===== src/rtl/axi_bresp_arb_if.sv =====
// Bundles the per-source B inputs, the shared upstream B port and the error counter
// of axi_bresp_arb; slave is the arbiter side, master is the side that drives it.
interface axi_bresp_arb_if #(
  parameter int NUM_SRC = 4,
  parameter int SRC_W   = 2,
  parameter int ERR_W   = 16
);
  logic [4*NUM_SRC-1:0] in_mbid;
  logic [2*NUM_SRC-1:0] in_mbresp;
  logic [2*NUM_SRC-1:0] in_mbuser;
  logic [NUM_SRC-1:0]   in_mbvalid;
  logic [NUM_SRC-1:0]   out_mbready;
  logic [3:0]           out_sbid;
  logic [1:0]           out_sbresp;
  logic [1:0]           out_sbuser;
  logic [SRC_W-1:0]     out_sbsrc;
  logic                 out_sbvalid;
  logic                 in_sbready;
  logic                 in_err_clr;
  logic [ERR_W-1:0]     out_err_cnt;

  modport slave (
    input  in_mbid, in_mbresp, in_mbuser, in_mbvalid, in_sbready, in_err_clr,
    output out_mbready, out_sbid, out_sbresp, out_sbuser, out_sbsrc, out_sbvalid,
           out_err_cnt
  );

  modport master (
    output in_mbid, in_mbresp, in_mbuser, in_mbvalid, in_sbready, in_err_clr,
    input  out_mbready, out_sbid, out_sbresp, out_sbuser, out_sbsrc, out_sbvalid,
           out_err_cnt
  );
endinterface


===== src/rtl/axi_bresp_arb.sv =====
// Round-robin merge of NUM_SRC AXI B sources into one registered upstream B port,
// with a source tag and a saturating count of delivered SLVERR/DECERR beats.
module axi_bresp_arb #(
  parameter int NUM_SRC = 4,
  parameter int SRC_W   = 2,
  parameter int ERR_W   = 16
) (
  input  logic           clk,
  input  logic           reset_,
  axi_bresp_arb_if.slave bus
);

  logic [3:0]       src_bid  [NUM_SRC];
  logic [1:0]       src_resp [NUM_SRC];
  logic [1:0]       src_user [NUM_SRC];

  logic             sbvalid_q, sbvalid_d;
  logic [3:0]       sbid_q, sbid_d;
  logic [1:0]       sbresp_q, sbresp_d;
  logic [1:0]       sbuser_q, sbuser_d;
  logic [SRC_W-1:0] sbsrc_q, sbsrc_d;
  logic [SRC_W-1:0] last_grant_q, last_grant_d;
  logic [ERR_W-1:0] err_cnt_q, err_cnt_d;

  logic             load;
  logic             out_hs;
  logic             src_hs;
  logic             gnt_vld;
  logic [SRC_W-1:0] gnt;
  logic [SRC_W-1:0] arb_idx;

  for (genvar gi = 0; gi < NUM_SRC; gi++) begin : g_src
    assign src_bid[gi]         = bus.in_mbid[4*gi +: 4];
    assign src_resp[gi]        = bus.in_mbresp[2*gi +: 2];
    assign src_user[gi]        = bus.in_mbuser[2*gi +: 2];
    assign bus.out_mbready[gi] = src_hs && (gnt == SRC_W'(gi));
  end

  assign load   = ~sbvalid_q | bus.in_sbready;
  assign out_hs = sbvalid_q & bus.in_sbready;
  // Gate with reset_ so no source sees a handshake that the held-in-reset slice would drop.
  assign src_hs = load & gnt_vld & reset_;

  // Walk from the farthest candidate to the nearest so the nearest valid one wins.
  always_comb begin
    gnt     = '0;
    gnt_vld = 1'b0;
    arb_idx = '0;
    for (int k = NUM_SRC; k >= 1; k--) begin
      arb_idx = SRC_W'((int'(last_grant_q) + k) % NUM_SRC);
      if (bus.in_mbvalid[arb_idx]) begin
        gnt     = arb_idx;
        gnt_vld = 1'b1;
      end
    end
  end

  always_comb begin
    sbvalid_d    = sbvalid_q;
    sbid_d       = sbid_q;
    sbresp_d     = sbresp_q;
    sbuser_d     = sbuser_q;
    sbsrc_d      = sbsrc_q;
    last_grant_d = last_grant_q;
    err_cnt_d    = err_cnt_q;

    if (src_hs) begin
      sbvalid_d    = 1'b1;
      sbid_d       = src_bid[gnt];
      sbresp_d     = src_resp[gnt];
      sbuser_d     = src_user[gnt];
      sbsrc_d      = gnt;
      last_grant_d = gnt;
    end else if (out_hs) begin
      sbvalid_d = 1'b0;
    end

    // Clear has priority; resp[1] set means SLVERR or DECERR.
    if (bus.in_err_clr) begin
      err_cnt_d = '0;
    end else if (out_hs && sbresp_q[1] && !(&err_cnt_q)) begin
      err_cnt_d = err_cnt_q + ERR_W'(1);
    end
  end

  always_ff @(posedge clk) begin
    if (!reset_) begin
      sbvalid_q    <= 1'b0;
      sbid_q       <= '0;
      sbresp_q     <= '0;
      sbuser_q     <= '0;
      sbsrc_q      <= '0;
      last_grant_q <= SRC_W'(NUM_SRC - 1);
      err_cnt_q    <= '0;
    end else begin
      sbvalid_q    <= sbvalid_d;
      sbid_q       <= sbid_d;
      sbresp_q     <= sbresp_d;
      sbuser_q     <= sbuser_d;
      sbsrc_q      <= sbsrc_d;
      last_grant_q <= last_grant_d;
      err_cnt_q    <= err_cnt_d;
    end
  end

  assign bus.out_sbvalid = sbvalid_q;
  assign bus.out_sbid    = sbid_q;
  assign bus.out_sbresp  = sbresp_q;
  assign bus.out_sbuser  = sbuser_q;
  assign bus.out_sbsrc   = sbsrc_q;
  assign bus.out_err_cnt = err_cnt_q;

endmodule

===== src/flat_wrapper.sv =====
// flat-port wrapper written by rule: the top's interface ports become plain ports
module axi_bresp_arb_flat 
#(
  parameter int NUM_SRC = 4,
  parameter int SRC_W   = 2,
  parameter int ERR_W   = 16
)
  (clk, reset_, bus_in_mbid, bus_in_mbresp, bus_in_mbuser, bus_in_mbvalid, bus_in_sbready, bus_in_err_clr, bus_out_mbready, bus_out_sbid, bus_out_sbresp, bus_out_sbuser, bus_out_sbsrc, bus_out_sbvalid, bus_out_err_cnt);
  axi_bresp_arb_if #(.NUM_SRC(NUM_SRC), .SRC_W(SRC_W), .ERR_W(ERR_W)) bus_i ();
  input  logic clk;
  input  logic reset_;
  input wire logic [$bits(bus_i.in_mbid)-1:0] bus_in_mbid;
  input wire logic [$bits(bus_i.in_mbresp)-1:0] bus_in_mbresp;
  input wire logic [$bits(bus_i.in_mbuser)-1:0] bus_in_mbuser;
  input wire logic [$bits(bus_i.in_mbvalid)-1:0] bus_in_mbvalid;
  input wire logic [$bits(bus_i.in_sbready)-1:0] bus_in_sbready;
  input wire logic [$bits(bus_i.in_err_clr)-1:0] bus_in_err_clr;
  output wire logic [$bits(bus_i.out_mbready)-1:0] bus_out_mbready;
  output wire logic [$bits(bus_i.out_sbid)-1:0] bus_out_sbid;
  output wire logic [$bits(bus_i.out_sbresp)-1:0] bus_out_sbresp;
  output wire logic [$bits(bus_i.out_sbuser)-1:0] bus_out_sbuser;
  output wire logic [$bits(bus_i.out_sbsrc)-1:0] bus_out_sbsrc;
  output wire logic [$bits(bus_i.out_sbvalid)-1:0] bus_out_sbvalid;
  output wire logic [$bits(bus_i.out_err_cnt)-1:0] bus_out_err_cnt;
  assign bus_i.in_mbid = bus_in_mbid;
  assign bus_i.in_mbresp = bus_in_mbresp;
  assign bus_i.in_mbuser = bus_in_mbuser;
  assign bus_i.in_mbvalid = bus_in_mbvalid;
  assign bus_i.in_sbready = bus_in_sbready;
  assign bus_i.in_err_clr = bus_in_err_clr;
  assign bus_out_mbready = bus_i.out_mbready;
  assign bus_out_sbid = bus_i.out_sbid;
  assign bus_out_sbresp = bus_i.out_sbresp;
  assign bus_out_sbuser = bus_i.out_sbuser;
  assign bus_out_sbsrc = bus_i.out_sbsrc;
  assign bus_out_sbvalid = bus_i.out_sbvalid;
  assign bus_out_err_cnt = bus_i.out_err_cnt;
  axi_bresp_arb #(.NUM_SRC(NUM_SRC), .SRC_W(SRC_W), .ERR_W(ERR_W)) u_core (.clk(clk), .reset_(reset_), .bus(bus_i));
endmodule

===== config.mk =====
export PLATFORM = sky130hd
export DESIGN_NAME = axi_bresp_arb_flat
export DESIGN_NICKNAME = d
export VERILOG_FILES = /design/src/rtl/axi_bresp_arb_if.sv /design/src/rtl/axi_bresp_arb.sv /design/src/flat_wrapper.sv
export SDC_FILE = /design/constraint.sdc
export NUM_CORES = 1
export LEC_CHECK = 0
export CORE_MARGIN = 2
export CORE_UTILIZATION = 42
export DETAILED_ROUTE_END_ITERATION = 12
export PLACE_DENSITY = 0.8
export SKIP_CTS_REPAIR_TIMING = 1
export SLEW_MARGIN = 20
export SYNTH_ARGS = -nofsm -noshare
export SYNTH_HDL_FRONTEND = slang
export SYNTH_SLANG_ARGS = --single-unit
export TNS_END_PERCENT = 30

===== constraint.sdc =====
create_clock -name clk -period 2.42 [get_ports clk]
set_clock_uncertainty 0.15 [all_clocks]
set_input_delay 0.242 -clock clk [delete_from_list [all_inputs] [get_ports clk]]
set_output_delay 0.242 -clock clk [all_outputs]
set_load 0.005 [all_outputs]

Word level (Yosys, flattened, before mapping)
Index checks and enable logic that the tools add are counted.
{ "classes": {"n_addsub": 5, "magnitude_cmp": 5, "eq_ne": 3, "muxes": 27, "bitwise_logic": 7, "reduce_logical": 11} }
{ "ops": {"columns": ["op", "count"], "rows": [
  ["16-bit by 1-bit adder with 16-bit output, second input constant", 1],
  ["2-bit two-way mux", 8],
  ["16-bit AND reduction", 1],
  ["2-bit by 3-bit < comparator with 1-bit output, second input constant", 4],
  ["1-bit two-way mux", 10],
  ["1-bit binary-select mux with 2-bit select", 4],
  ["2-bit binary-select mux with 2-bit select", 2],
  ["4-bit binary-select mux with 2-bit select", 1],
  ["4-bit two-way mux", 2],
  ["1-bit logical AND", 6],
  ["2-bit by 1-bit adder with 2-bit output, second input constant", 2],
  ["2-bit adder, second input constant", 2],
  ["2-bit equality test, second input constant", 2],
  ["1-bit bitwise AND", 3],
  ["3-bit greater-or-equal comparator, second input constant", 1],
  ["2-bit NOT with 3-bit output", 1],
  ["2-bit by 1-bit equality test with 1-bit output, second input constant", 1],
  ["2-bit zero test", 1],
  ["1-bit NOT", 2],
  ["2-bit nonzero test", 1],
  ["2-bit OR reduction", 1],
  ["1-bit zero test", 1],
  ["1-bit OR", 1]
]} }
{ "totals": {"regBits": 29, "in_bits": 40, "output_inout_bits": 31, "elab_cells": 65} }

Logic depth before layout (Yosys ltp)
Gate-level depths: netlist of the first run.
{ "logic_depth": {"depth_word": 11, "depth_mapped": 7, "mapped_depth_nobuf": 6} }

Least setup slack after synthesis of the first run
Ideal clock, no wire load.
{ "synth_timing": {"kind": "register to register", "startpoint": "register u_core.last_grant_q[0]", "endpoint": "register u_core.sbuser_q[0] (netlist: u_core.bus.out_sbuser[0])", "setup_time_ps": 122, "arrival_time_ps": 1863, "required_time_ps": 2148, "setup_slack_ps": 285, "path_stages_with_launch": 7, "path_buffers": 1, "synth_period_minus_slack_ps": 2135, "path_cell_list": "dfxtp_1 > and2b_1 > o21a_1 > buf_2 > nor3_4 > mux2_1 > a221o_1"} }
{ "synth_via": {"elab_chain_cells": 11, "word_cells_on_any_way": 26, "classes_between": "4 x add/sub; 19 x mux; 3 x bitwise"} }
{ "synth_rtl": {"columns": ["item", "line", "text"], "rows": [
  ["start, declared", "axi_bresp_arb.sv:22", "logic [SRC_W-1:0] last_grant_q, last_grant_d;"],
  ["start signal, assigned", "axi_bresp_arb.sv:93", "last_grant_q <= SRC_W'(NUM_SRC - 1);"],
  ["start signal, assigned", "axi_bresp_arb.sv:101", "last_grant_q <= last_grant_d;"],
  ["2-bit by 1-bit adder with 2-bit output", "axi_bresp_arb.sv:50", "arb_idx = SRC_W'((int'(last_grant_q) + k) % NUM_SRC);"],
  ["1-bit binary-select mux with 2-bit select", "axi_bresp_arb.sv:51", "if (bus.in_mbvalid[arb_idx]) begin"],
  ["1-bit two-way mux (not written as such)", "axi_bresp_arb.sv:51", null],
  ["2-bit two-way mux (4 in series)", "axi_bresp_arb.sv:51", null],
  ["2-bit NOT with 3-bit output (not written as such)", "axi_bresp_arb.sv:71", "sbuser_d = src_user[gnt];"],
  ["2-bit binary-select mux with 2-bit select", "axi_bresp_arb.sv:71", null],
  ["2-bit two-way mux (not written as such) (2 in series)", "axi_bresp_arb.sv:71", null],
  ["end signal, assigned", "axi_bresp_arb.sv:99", "sbuser_q <= sbuser_d;"],
  ["end, declared", "axi_bresp_arb.sv:20", "logic [1:0] sbuser_q, sbuser_d;"]
]} }
Several ways; a longest one is shown, not always the timed one. The select of a mux whose other input is x is not followed.
A chain may end at the register's enable or synchronous reset.

Worst setup path in the final report of the first run
{ "layout_timing": {"startpoint": "register u_core.last_grant_q[0]", "endpoint": "output bus_out_mbready[3]"} }
{ "layout_via": {"elab_chain_cells": 10, "word_cells_on_any_way": 24, "classes_between": "4 x add/sub; 1 x eq/ne; 16 x mux; 2 x bitwise; 1 x reduce/logical"} }
{ "layout_rtl": {"columns": ["item", "line", "text"], "rows": [
  ["2-bit by 1-bit adder with 2-bit output", "axi_bresp_arb.sv:50", null],
  ["1-bit binary-select mux with 2-bit select", "axi_bresp_arb.sv:51", null],
  ["1-bit two-way mux (not written as such)", "axi_bresp_arb.sv:51", null],
  ["1-bit two-way mux (4 in series)", "axi_bresp_arb.sv:51", null],
  ["1-bit bitwise AND (2 in series)", "axi_bresp_arb.sv:42", "assign src_hs = load & gnt_vld & reset_;"],
  ["1-bit logical AND (*)", "axi_bresp_arb.sv:36", "assign bus.out_mbready[gi] = src_hs && (gnt == SRC_W'(gi));"],
  ["end, declared", "flat_wrapper.sv:18", "output wire logic [$bits(bus_i.out_mbready)-1:0] bus_out_mbready;"]
]} }
Every way passes the cells marked *; elsewhere a longest branch is shown, timed or not. The select of a mux whose other input is x is not followed.

==> results of run 1 <==
[final cells by class]
cell class | count | area (um^2)
Fill cell | 303 | 1070
Tap cell | 48 | 60.1
Clock inverter | 1 | 5.00
Timing Repair Buffer | 86 | 841
Clock buffer | 7 | 96.3
Inverter | 3 | 11.3
Sequential cell | 29 | 581
Multi-Input combinational cell | 153 | 1030
[sequential cells by signal (all words and copies together) (netlist names)]
name,count
u_core.bus.out_err_cnt,16
u_core.bus.out_sbsrc,2
u_core.last_grant_q,2
u_core.bus.out_sbuser,2
u_core.bus.out_sbid,4
u_core.bus.out_sbvalid,1
u_core.bus.out_sbresp,2
[stage by stage]
stage	cell area, um^2	TNS (ns)
final	2620	0
after global placement	2490	-0.0648
after CTS	2590	-0.107
after detailed placement	2490	-0.477
after global routing	2620	-0.178
after floorplan	1630	0
[cells by family (layout without fill, tap and decap cells)]
group	after synthesis	after routing	synth area share
xor gates and xnor gates	14	14	0.0754
buffers and inverters	11	97	0.0261
and+or+nand+nor	81	81	0.264
DFF	29	29	0.357
AOI/OAI and AO/OA	48	48	0.208
muxes	9	9	0.0615
adders and majority gates	1	1	0.00769
[worst paths after layout]
path | startpoint | end | slack, ns
max reg2reg | u_core.last_grant_q[0] | u_core.bus.out_sbuser[0] | 0.28
min reg2reg | u_core.bus.out_sbuser[1] | u_core.bus.out_sbuser[1] | 0.33
max | u_core.last_grant_q[0] | bus_out_mbready[3] | 0.02
min | u_core.bus.out_sbuser[1] | u_core.bus.out_sbuser[1] | 0.33
[cell usage after synthesis, drive strengths merged (3+ instances only)]
master,n,area (um^2)
nor2,27,101
nand3,6,30.0
nor2b,4,25.0
nand2b,4,25.0
o31ai,8,60.1
a221o,8,80.1
o21ai,11,55.1
nor3,8,51.3
and4,3,26.3
nand2,7,26.3
nand4,11,68.8
mux2,8,90.1
xnor2,6,52.6
xor2,8,70.1
and3,3,18.8
nor4,3,18.8
clkbuf,6,22.5
a21oi,9,48.8
dfxtp,29,581
inv,3,11.3
[layer usage]
layer  wire [um]  track usage  vias up
li1            -            -      890
met1        2000        0.259      798
met2        2020        0.349       84
met3         348       0.0647        9
met4          74       0.0765        0
met5           0            0        -
[where the power goes]
| part | switching [mW] | leakage, nW | internal, mW |
|---|---|---|---|
| clock | 0.180 | 0.0542 | 0.257 |
| sequential | 0.0219 | 0.237 | 0.506 |
| combinational | 0.124 | 0.689 | 0.199 |
[worst max-delay path, cell delays in order, from the launching register on]
cell	delay [ns]
dfxtp_1	0.36
and2b_2	0.25
o21a_1	0.23
nor3_4	0.23
buf_12	0.16
nor2_1	0.05
clkdlybuf4s50_1	0.44
==> run_results.csv, run 1 <==
group,metric,value,unit
status,outcome,"finished clean",
critical_path,critPathRequiredTime,2.03,ns
timing,finalCriticalPeriod,2.40,ns
floorplan,floorplan.initialDensity,0.441,
critical_path,worstPathArrival,2.00,ns
timing,setup_viol,0,
global_route,grt-ovfl-total,0,
worst_hold_path,hold_class,"reg2reg",
global_route,first_global_vias,1607,
critical_path,cp_max_fo,9,
critical_path,r2r_cells,6,
clock_tree,path_clk_slew,0.06,ns
place,place.port_buffers,70,
cells_and_area,fin_util,0.710,
detailed_routing,wirelength,4440,um
critical_path,cp-start-kind,"flop",
pwr,peakVddDrop,0.251,mV
run,cap_violations,0,
logic_synthesis,synth-main-ff-cell,"dfxtp_1",
cells_and_area,area_growth,61.1,%
timing,max_slew.worst_pin.slew,0.590,ns
global_route,antenna_found_initial,0,
detailed_routing,drtIter0Drc,106,
clock_tree,htree_levels,2,
cells_and_area,final_cell_mix,"clkdlybuf4s50_1, dfxtp_1, nor2_1",
critical_path,end_kind,"primary output",
place,dp.cells,319,
clock_tree,cts_tree,"yes",
logic_synthesis,synth_seq_cells,29,
logic_synthesis,avgSynthCellArea,8.43,um^2
logic_synthesis,yosys_warnings,0,
logic_synthesis,synthesis.nets,234,
floorplan,io_pins,71,
clock_tree,cts_made_buffers,5,
logic_synthesis,syn_area,1630,um^2
place,place.gp.congestion,0.880,
detailed_routing,drcViolationCount,0,
timing,slew_headroom,0.607,
detailed_routing,wl_per_cell,13.6,um
worst_hold_path,holdPathStages,1,
logic_synthesis,syn_inst,193,
timing,slew_viol_final,0,
timing,fin_ws,0.0239,ns
timing,timing.fmax,0.417,GHz
clock_tree,clk_path_buf_depth,2,
critical_path,crit_type,"reg2out",
logic_synthesis,synth-async-reset-ratio,0,
global_route,grt_use_total,0.212,
timing,min_period_over_period,0.990,
logic_synthesis,synth_cell_types,42,
clock_tree,root_buffer,"clkbuf_8",
logic_synthesis,yosysSeqAreaShare,0.357,
floorplan,core_area,3690,um^2
cells_and_area,num_antenna_cells,0,
pwr,p_leak,0.980,nW
place,dpl_worst_slack,-0.0865,ns
global_route,grt_pass1_wl,7090,um
cells_and_area,final_nets,319,
timing,whs,0.332,ns
cells_and_area,layoutNonFillerInstCount,327,
cells_and_area,drive_gt1_frac,0.136,
floorplan,fp.dieH,66.2,um
floorplan,die_w,66.2,um
clock_tree,cts_sinks,29,
clock_tree,clk_latency,0.28,ns
detailed_routing,dr_total_vias,1781,
logic_synthesis,synth_edf_count,0,
timing,grt_setup_unrepaired,"true",
detailed_routing,dr.pass1.iters,4,
detailed_routing,final_antenna_net_count,0,
pwr,p_total,1.29,mW
pwr,p_per_area,491,nW/um^2
timing,hold_viol,0,
global_route,grt_max_degree,17,
cells_and_area,mostFrequentLayoutCell,"clkdlybuf4s50_1",
detailed_routing,via_per_inst,5.45,
place,hpwl,3380,um
floorplan,die_area,4390,um^2
floorplan,rows,22,
(Power assumes the default switching activity.)
==> inputs of run 2 (changes only) <==
--- a/config.mk
+++ b/config.mk
@@ -6,9 +6,11 @@
 export NUM_CORES = 1
 export LEC_CHECK = 0
 export CORE_MARGIN = 2
-export CORE_UTILIZATION = 42
+export CORE_UTILIZATION = 43
+export CTS_BUF_LIST = sky130_fd_sc_hd__clkbuf_4
+export CTS_CLUSTER_DIAMETER = 30
 export DETAILED_ROUTE_END_ITERATION = 12
-export PLACE_DENSITY = 0.8
+export PLACE_DENSITY = 0.82
 export SKIP_CTS_REPAIR_TIMING = 1
 export SLEW_MARGIN = 20
 export SYNTH_ARGS = -nofsm -noshare
==> run 2 against run 1 <==
Net effect: clock power decreased by 35%; final cell count grew 0.61%; fmax grew 0.93%; non-clock buffer count grew 3; routed wire length grew 0.59%; die area shrank 2.2%; count of clock-buffer cells in the layout down 1; first-iteration DRC count down 15%; critical endpoint is now bus_out_mbready[0]; largest power group unchanged.
==> run_results.csv, run 2 (synthesis results as in run 1) <==
group,metric,value,unit
cells_and_area,largest_reg_flops,16,
critical_path,cp-start-kind,"flop",
cells_and_area,mostFrequentLayoutCell,"clkdlybuf4s50_1",
cells_and_area,final_cell_mix,"clkdlybuf4s50_1, dfxtp_1, nor2_1",
clock_tree,clk_path_buf_depth,2,
detailed_routing,drtIter0Drc,90,
cells_and_area,final_nets,322,
cells_and_area,drive_gt1_frac,0.142,
detailed_routing,wirelength,4470,um
place,hpwl,3390,um
pwr,p_leak,0.989,nW
timing,finalCriticalPeriod,2.37,ns
detailed_routing,final_antenna_net_count,0,
timing,grt_setup_unrepaired,"true",
global_route,first_global_vias,1717,
cells_and_area,num_antenna_cells,0,
detailed_routing,drcViolationCount,0,
clock_tree,clk_latency,0.32,ns
status,outcome,"finished clean",
timing,timing.fmax,0.421,GHz
timing,max_slew.worst_pin.slew,0.574,ns
run,cap_violations,0,
clock_tree,cts_made_buffers,5,
floorplan,rows,22,
detailed_routing,via_per_inst,5.40,
timing,slew_viol_final,0,
critical_path,worstPathArrival,1.98,ns
critical_path,cp_slowest_cell,"clkdlybuf4s50_1",
place,place.port_buffers,70,
floorplan,die_w,65.5,um
clock_tree,htree_levels,2,
timing,slew_headroom,0.617,
timing,min_period_over_period,0.981,
global_route,grt_pass1_wl,7520,um
cells_and_area,n_fill_cell,307,
timing,hold_viol,0,
pwr,p_per_area,439,nW/um^2
critical_path,end_kind,"primary output",
clock_tree,root_buffer,"clkbuf_4",
detailed_routing,wl_per_cell,13.6,um
critical_path,critPathMaxStageDelay,0.54,ns
pwr,peakVddDrop,0.314,mV
critical_path,critPathRequiredTime,2.03,ns
floorplan,core_area,3660,um^2
floorplan,floorplan.initialDensity,0.444,
floorplan,die_area,4290,um^2
critical_path,cp_max_fo,4,
detailed_routing,dr.pass1.iters,6,
detailed_routing,dr_total_vias,1775,
critical_path,crit_type,"reg2out",
clock_tree,cts_tree,"yes",
place,place.gp.congestion,0.872,
floorplan,fp.dieH,65.5,um
critical_path,crit_chain,"nand2b_1, o22a_1, nor2b_1, nor3_2, clkdlybuf4s50_1",
critical_path,worst-path-buf-inv,1,
clock_tree,cts_sinks,29,
timing,whs,0.320,ns
clock_tree,path_clk_slew,0.09,ns
global_route,grt-ovfl-total,0,
timing,setup_viol,0,
cells_and_area,area_growth,59.2,%
floorplan,io_pins,71,
global_route,grt_use_total,0.226,
worst_hold_path,hold_class,"in2reg",
critical_path,cp_top_family,"simple AND/OR/NAND/NOR gates",
pwr,p_total,1.14,mW
global_route,antenna_found_initial,0,
global_route,grt_max_degree,17,
[run 2: metal layers]
| layer | track usage | wire, um | up-vias |
|---|---|---|---|
| li1 | - | - | 897 |
| met1 | 0.266 | 1940 | 793 |
| met2 | 0.375 | 2170 | 76 |
| met3 | 0.0702 | 284 | 9 |
| met4 | 0.104 | 76 | 0 |
| met5 | 0 | 0 | - |
[run 2: path summary, 6_finish.rpt]
| path | start | slack (ns) | end | cells after the start |
|---|---|---|---|---|
| max | u_core.last_grant_q[0] | 0.05 | bus_out_mbready[0] | 5 |
| min | bus_in_mbvalid[2] | 0.32 | u_core.bus.out_sbvalid | 4 |
| max reg2reg | u_core.last_grant_q[0] | 0.25 | u_core.bus.out_sbuser[0] | 7 |
| min reg2reg | u_core.bus.out_sbsrc[1] | 0.34 | u_core.bus.out_sbsrc[1] | 2 |
[run 2: tightest hold or removal path: stages]
cell and delay [ns]:
dlymetal6s2s_1 0.15, nor4_1 0.07, buf_4 0.16, a21boi_0 0.13
[run 2: per-stage QoR]
stage	TNS, ns	util	cells	cell area (um^2)	worst slack (ns)
after floorplan	0	-	193	1630	0.285
after detailed placement	-0.295	0.678	320	2480	-0.0644
after global placement	-0.176	0.678	320	2480	-0.0515
after CTS	-0.162	0.692	327	2530	-0.0547
after global routing	-0.0427	0.707	329	2590	-0.0427
final	0	0.707	329	2590	0.0459
[run 2: report_power, final]
group | internal (mW) | total, mW | switching (mW)
clock network | 0.116 | 0.282 | 0.166
logic | 0.201 | 0.327 | 0.126
registers | 0.505 | 0.526 | 0.0210
total | 0.823 | 1.14 | 0.313
[run 2: area by class of cell]
type                            instances  area, um^2  share of cell area
Tap cell                               48        60.1              0.0232
Inverter                                3        11.3             0.00435
Multi-Input combinational cell        153        1030               0.397
Clock buffer                            6        45.0              0.0174
Sequential cell                        29         582               0.225
Clock inverter                          1        3.75             0.00145
Timing Repair Buffer                   89         860               0.332
